<file path="src/rtl/sha256_dbl_header_feeder.sv">
// sha256_dbl_header_feeder
//   Drives a SHA256 core through a double hash of one 80-byte block header.
//   Pass 1 hashes the padded header as two chained blocks (B0 then B1).
//   Pass 2 hashes the padded 256-bit pass-1 result as one block (B2).
//   The final digest is returned together with a target-compare hit flag.
//
// Ports
//   CLK           clock
//   reset         synchronous, active-high reset
//   hdr_valid     header + target offered
//   hdr_ready     feeder idle and accepting a header
//   hdr           640-bit header, byte 0 = hdr[639:632]
//   target        256-bit difficulty target, big-endian numeric
//   sha_start     one-cycle start pulse to the core
//   sha_blk_type  2'd2 for header blocks (pass 1), 2'd0 for hash block (pass 2)
//   sha_msg       512-bit block to the core, word 0 = sha_msg[511:480]
//   sha_hash      256-bit core result, H0 = sha_hash[255:224]
//   sha_blk_done  one-cycle block-complete pulse from the core
//   digest        double-SHA256 result in core byte order
//   digest_valid  one-cycle pulse, digest/hit valid
//   hit           byte-reversed digest <= target
//   timeout_err   sticky core-timeout flag
//   busy          a pass is in progress
module sha256_dbl_header_feeder #(
    parameter int unsigned TIMEOUT = 255
) (
    input  logic         CLK,
    input  logic         reset,
    input  logic         hdr_valid,
    output logic         hdr_ready,
    input  logic [639:0] hdr,
    input  logic [255:0] target,
    output logic         sha_start,
    output logic [1:0]   sha_blk_type,
    output logic [511:0] sha_msg,
    input  logic [255:0] sha_hash,
    input  logic         sha_blk_done,
    output logic [255:0] digest,
    output logic         digest_valid,
    output logic         hit,
    output logic         timeout_err,
    output logic         busy
);

    localparam int unsigned CW = $clog2(TIMEOUT + 1);

    typedef enum logic [2:0] {
        S_IDLE,
        S_START1,
        S_WAIT_B0,
        S_WAIT_B1,
        S_START2,
        S_WAIT_H,
        S_OUTPUT,
        S_ERR
    } state_t;

    state_t          state;
    state_t          state_nxt;
    logic [127:0]    hdr_tail;
    logic [255:0]    target_q;
    logic [CW-1:0]   to_cnt;
    logic [CW-1:0]   to_cnt_nxt;
    logic [CW-1:0]   to_cnt_inc;
    logic            in_wait;
    logic            to_expire;

    // Reverse the 32 bytes so the digest compares as a big-endian number.
    function automatic logic [255:0] byteswap32b(input logic [255:0] v);
        logic [255:0] r;
        r = '0;
        for (int unsigned i = 0; i < 32; i++) begin
            r[8*i +: 8] = v[255-8*i -: 8];
        end
        return r;
    endfunction

    always_comb begin
        state_nxt    = state;
        hdr_ready    = (state == S_IDLE);
        sha_start    = (state == S_START1) || (state == S_START2);
        digest_valid = (state == S_OUTPUT);
        timeout_err  = (state == S_ERR);
        busy         = (state != S_IDLE) && (state != S_ERR);
        in_wait      = (state == S_WAIT_B0) || (state == S_WAIT_B1) || (state == S_WAIT_H);

        to_cnt_inc = (to_cnt == CW'(TIMEOUT)) ? to_cnt : to_cnt + CW'(1);
        if (sha_start || sha_blk_done) begin
            to_cnt_nxt = '0;
        end else if (in_wait) begin
            to_cnt_nxt = to_cnt_inc;
        end else begin
            to_cnt_nxt = to_cnt;
        end
        // ERR is entered on the same edge the counter would reach TIMEOUT.
        to_expire = in_wait && !sha_blk_done && (to_cnt_inc == CW'(TIMEOUT));

        unique case (state)
            S_IDLE:    if (hdr_valid) state_nxt = S_START1;
            S_START1:  state_nxt = S_WAIT_B0;
            S_WAIT_B0: begin
                if (sha_blk_done)   state_nxt = S_WAIT_B1;
                else if (to_expire) state_nxt = S_ERR;
            end
            S_WAIT_B1: begin
                if (sha_blk_done)   state_nxt = S_START2;
                else if (to_expire) state_nxt = S_ERR;
            end
            S_START2:  state_nxt = S_WAIT_H;
            S_WAIT_H: begin
                if (sha_blk_done)   state_nxt = S_OUTPUT;
                else if (to_expire) state_nxt = S_ERR;
            end
            S_OUTPUT:  state_nxt = S_IDLE;
            S_ERR:     state_nxt = S_ERR;
            default:   state_nxt = S_IDLE;
        endcase
    end

    always_ff @(posedge CLK) begin
        if (reset) begin
            state        <= S_IDLE;
            to_cnt       <= '0;
            sha_blk_type <= 2'd0;
            sha_msg      <= '0;
            digest       <= '0;
            hit          <= 1'b0;
            hdr_tail     <= '0;
            target_q     <= '0;
        end else begin
            state  <= state_nxt;
            to_cnt <= to_cnt_nxt;
            // B0 is loaded at accept, so only the header tail needs keeping for B1.
            unique case (state)
                S_IDLE: begin
                    if (hdr_valid) begin
                        sha_msg      <= hdr[639:128];
                        sha_blk_type <= 2'd2;
                        hdr_tail     <= hdr[127:0];
                        target_q     <= target;
                    end
                end
                S_WAIT_B0: begin
                    if (sha_blk_done) begin
                        sha_msg <= {hdr_tail, 8'h80, 312'b0, 64'd640};
                    end
                end
                S_WAIT_B1: begin
                    if (sha_blk_done) begin
                        sha_msg      <= {sha_hash, 8'h80, 184'b0, 64'd256};
                        sha_blk_type <= 2'd0;
                    end
                end
                S_WAIT_H: begin
                    if (sha_blk_done) begin
                        digest <= sha_hash;
                        hit    <= (byteswap32b(sha_hash) <= target_q);
                    end
                end
                default: ;
            endcase
        end
    end

endmodule
</file>
<file path="config.mk">
export PLATFORM = sky130hd
export DESIGN_NAME = sha256_dbl_header_feeder
export DESIGN_NICKNAME = d
export VERILOG_FILES = /design/src/rtl/sha256_dbl_header_feeder.sv
export SDC_FILE = /design/constraint.sdc
export NUM_CORES = 2
export LEC_CHECK = 0
export BUFFER_PORTS_ARGS = -buffer_cell sky130_fd_sc_hd__buf_2
export CORE_AREA = 4 4 759 761
export DETAILED_ROUTE_END_ITERATION = 10
export DIE_AREA = 0 0 763 765
export GPL_ROUTABILITY_DRIVEN = 0
export GPL_TIMING_DRIVEN = 0
export PLACE_DENSITY = 0.3
export REMOVE_ABC_BUFFERS = 1
export SETUP_SLACK_MARGIN = 0.4
export SYNTH_ARGS = -nofsm -noshare
export SYNTH_HDL_FRONTEND = slang
export SYNTH_SLANG_ARGS = --single-unit
</file>
<file path="constraint.sdc">
create_clock -name CLK -period 5.5 [get_ports CLK]
set_clock_uncertainty 0.1 [all_clocks]
set_input_delay 0.55 -clock CLK [delete_from_list [all_inputs] [get_ports CLK]]
set_output_delay 0.55 -clock CLK [all_outputs]
set_load 0.01 [all_outputs]
</file>
# Word-level counts from Yosys, hierarchy flattened
# Cells that the tools add are included.
[totals]
n_memories = 0
out_inout_bits = 776
rom_bits = 0
wordCells = 54
ram_bits = 0
latch_bits = 0
register_bits = 1166
inputBits = 1156
[classes]
shifts = 0
eq_ne = 13
bitwise_logic = 0
magnitude_cmp = 1
add_sub_neg = 1
n_mux = 14
n_div = 0
mul = 0
reduce_logical = 17
[op_table]
columns = ["cell", "count"]
rows = [
  ["$mux W512", 3],
  ["$pmux W512 S3", 1],
  ["$le A256 B256 Y1", 1],
  ["$pmux W3 S8", 1],
  ["$eq A8 B8 Y1 const B", 2],
  ["$mux W3", 5],
  ["$eq A3 B3 Y1 const B", 4],
  ["$add A8 B1 Y8 const B", 1],
  ["$mux W8", 1],
  ["$eq A3 B2 Y1 const B", 2],
  ["$ne A2 B2 Y1 const B", 3],
  ["$reduce_bool A3 Y1", 2],
  ["$logic_or A1 B1 Y1", 4],
  ["$mux W2", 2],
  ["$pmux W2 S2", 1],
  ["$reduce_and A2 Y1", 2],
  ["$reduce_and A4 Y1", 1],
  ["$eq A3 B1 Y1 const B", 1],
  ["$logic_and A1 B1 Y1", 3],
  ["$logic_not A3 Y1", 1],
  ["$ne A3 B3 Y1 const B", 1],
  ["$reduce_and A3 Y1", 1],
  ["$reduce_bool A2 Y1", 1],
  ["$reduce_or A2 Y1", 1],
  ["$logic_not A1 Y1", 1],
]

# Longest topological paths before layout
[depth]
word_depth = 8
depth_mapped = 11

# Worst setup path after synthesis
# No wires, ideal clock.
[synth_path]
kind = "input to register"
startpoint = "input port sha_hash[61]"
endpoint = "register hit"
path_stages = 10
slack_ns = 2.616
t_required_ns = 5.331
setup_ns = 0.069
t_arrival_ns = 2.715
cell_sequence = "ha_1 -> a21o_1 -> a21o_1 -> a221o_1 -> a211o_1 -> a211oi_2 -> nor2_1 -> or4b_1 -> a21o_1 -> o21ai_1"
[synth_between]
elab_chain_cells = 1
[synth_rtl]
columns = ["item", "line_no", "source"]
rows = [
  ["start: declaration", "36", "input logic [255:0] sha_hash,"],
  ["$le A256 B256 Y1", "157", "hit <= (byteswap32b(sha_hash) <= target_q);"],
  ["end signal: assignment", "157", ""],
  ["end: declaration", "40", "output logic hit,"],
]
# Every way passes these cells.
# A chain may end at the register's enable or synchronous reset.

# Worst setup path in the final report
[layout_path]
startpoint = "input port sha_hash[2]"
endpoint = "register hit"
# The elaborated chain is that of the path after synthesis.

==> impl_metrics.py <==
metrics = {
    "yosys": {
        "synth_cell_types": 58,
        "synthMuxAreaShare": 0.0265,
        "yosys-top-cells-area": "dfxtp_1 47%, nand2_1 13%, a21oi_1 8.9%",
        "synth.avg_cell_area_um2": 7.94,
        "synth_top_family_by_area": "simple AND/OR/NAND/NOR gates",
        "synth_top_area_share": 0.471,
        "yosys.area.top_type": "dfxtp_1",
        "synthXorXnorAreaFrac": 0.000885,
        "synthTopCellsByCount": "1736 x nand2_1, 1165 x dfxtp_1, 877 x a21oi_1",
        "synth.most_common_cell": "nand2_1",
        "seq_area_frac_synth": 0.471,
        "synth-simple-area-share": 0.194,
        "synth-adder-area-share": 0.0652,
        "synth_area_um2": 49500,
        "synth-compound-area-share": 0.186,
        "synth_edf_count": 0,
        "ys_ff_latch": 1165,
        "synth_flop_cell": "dfxtp_1",
        "yosys_warnings": 0,
        "async_flop_share": 0,
        "netlist_instances": 6232,
    },
    "clocking": {
        "cts.reportedPaths.clkPinSlew_ps": 60,
        "cts_max_path_buffers": 4,
        "clk_latency_ps": 870,
        "cts.sinks": 1165,
        "cts_tree": "yes",
        "cts_root_buf": "clkbuf_16",
        "numCtsBuffers": 180,
        "ctsHtreeMaxLevel": 4,
    },
    "layout": {
        "final_area_um2": 88600,
        "drive_above_1_share": 0.250,
        "syn_to_final_growth_pct": 79.0,
        "utilization": 0.156,
        "nets": 10700,
    },
    "grt": {
        "grt_pass1_vias": 59000,
        "overflow": 0,
        "grt_max_degree": 166,
        "grt_pass1_wl_mm": 549,
        "antenna_found_initial": 162,
        "track_usage": 0.138,
    },
    "die": {
        "die_h_um": 765,
        "fp.dieW_um": 763,
        "core.rowCount": 277,
        "start_util": 0.0870,
        "pin_count": 1932,
        "core_um2": 569000,
        "dieArea_um2": 584000,
    },
    "worst_setup_path": {
        "critPathSlowestCell": "dlygate4sd3_1",
        "reg2reg_slack_ps": 790,
        "critical_path.top_delay_family": "simple AND/OR/NAND/NOR gates",
        "cp-start-kind": "primary input",
        "path_class": "primary input to flip-flop",
        "worst-path-buf-inv": 5,
        "endpoint_kind": "flip-flop",
        "crit_chain": "dlygate4sd3_1 -> buf_2 -> ha_1 -> nand4_1 -> nor4_1 -> nand4_1 -> buf_4 -> nor4_2 -> buf_6 -> buf_4 -> nand4_1 -> a21oi_4 -> or4b_1 -> a21o_1 -> o21ai_1",
        "cp_slowest_stage_delay_ps": 620,
        "arrival_ps": 5360,
        "cp_common_cell": "nand4_1",
        "worst-path-max-fanout": 3,
        "critical_path_required_ps": 6110,
    },
    "power": {
        "ir_drop_v": 0.000198,
        "p_per_area_nw_per_um2": 330,
        "p_seq_frac": 0.331,
        "clkPwrFrac": 0.415,
        "p_leak_nw": 35.6,
        "p_sw_mw": 10.1,
        "p_int_mw": 19.2,
        "combPwrFrac": 0.254,
        "p_sw_frac": 0.344,
    },
    "place": {
        "dp_worst_setup_slack_ps": -1480,
        "place_area_um2": 69300,
        "dpl.hpwl_mm": 342,
        "numPortBuffers": 1930,
    },
    "detailed_routing": {
        "wl_met3_mm": 27.2,
        "routed_wl_mm": 424,
        "viasPerCell": 3.37,
        "wire_per_inst_um": 24.8,
        "wl_met2_mm": 210,
        "antenna_left": 0,
        "drtPass1Iterations": 7,
        "dr_total_vias": 57400,
        "m1WireLength_mm": 159,
        "drc": 0,
        "highest_layer": "met5",
        "drtIter0Drc": 2903,
    },
    "timing": {
        "min_period_over_period": 0.865,
        "fin_ws_ps": 743,
        "fmax_mhz": 210,
        "finalSetupTns_ps": 0,
        "setup_viol": 0,
        "rsz0062_at_grt": "no",
        "min_period_ps": 4760,
        "hold_viol": 0,
        "tightestPinTransition_ps": 1180,
        "slew_viol_final": 0,
        "relSlewSlack": 0.210,
    },
    "job": {
        "maxCapViolations": 0,
    },
    "worst_hold_path": {
        "hold_class": "primary input to flip-flop",
    },
    "status": {
        "status": "finished, final reports clean",
    },
}
## layer usage
| layer | vias up | global-route usage |
|---|---|---|
| met5 | - | 0 |
| met4 | 52 | 0.0723 |
| met3 | 604 | 0.0358 |
| met2 | 1997 | 0.248 |
| met1 | 27300 | 0.149 |
| li1 | 27500 | - |
## registers in the layout (all words and copies together), names as in the netlist
signal        cells
sha_msg         512
sha_blk_type      1
hit               1
state             3
hdr_tail        128
target_q        256
digest          256
to_cnt            8
## worst min-delay path: stages
cell	delay, ps
buf_2	230
nand2_1	110
a21oi_1	50
## area by class of cell
type                            count  area, µm²
Clock inverter                     59        798
Multi-Input combinational cell   4329      23600
Sequential cell                  1165      23300
Tap cell                         7533       9430
Inverter                          261        980
Antenna cell                       95        238
Fill cell                       65300     480000
Timing Repair Buffer             3352      25100
Clock buffer                      258       5160
## power by group through the flow
stage                     sequential [mW]  combinational [mW]  clock (mW)
after floorplan                      10.0                3.28           0
after global placement               9.76                6.67           0
after detailed placement             9.84                6.65           0
after CTS                            9.67                7.69        12.8
after global routing                 9.75                8.11        13.0
final                                9.67                7.42        12.1
## what timing repair did
| action | CTS | global route |
|---|---|---|
| buffers inserted | 3 | 0 |
| cloned | 0 | 0 |
| hold buffers | 1298 | 0 |
| setup endpoints to repair | 1 | 3 |
| resized for setup | 10 | 1 |
| hold endpoints to repair | 1134 | 0 |
| pin swaps | 2 | 0 |
## worst paths after layout
kind	startpoint	endpoint	cells past startpoint
hold reg to reg	sha_msg[411]	sha_msg[411]	2
setup reg to reg	state[0]	digest[96]	15
hold / removal	sha_hash[206]	digest[206]	3
setup / recovery	sha_hash[2]	hit	15
## through the flow
step | cells | power [mW] | hold slack [ps]
after CTS | 17000 | 30.1 | 4.39
after detailed placement | 15300 | 16.5 | 344
final | 17100 | 29.2 | 68.1
after floorplan | 5755 | 13.3 | 330
after global placement | 15200 | 16.4 | 339
after global routing | 17000 | 30.8 | 0.334
## cell families (layout without fill, tap and decap cells)
logic type / Yosys count / after routing
AO/OA/AOI/OAI: 1503 / 1503
XOR/XNOR: 5 / 5
adder cells (fa/ha/maj): 258 / 258
buffers and inverters: 738 / 3930
flip-flops: 1165 / 1165
multiplexers: 131 / 131
other: 1 / 96
AND/OR/NAND/NOR: 2431 / 2431
## placed cells by master, fill, tap and decap left out, types with 34 or more instances in the layout
cell type and n:
nand4_1 53, inv_1 260, clkbuf_1 43, nor2_1 428
diode_2 95, mux2i_1 131, nand2_1 1733, ha_1 257
clkbuf_16 181, dlygate4sd3_1 1298, a311oi_1 127, nand3_1 155
a21oi_1 875, dfxtp_1 1164, clkbuf_8 34, a22oi_1 252
o21ai_0 35, buf_2 1929, o211ai_1 132, buf_16 49
No activity file was read; power rests on OpenSTA's default activity.
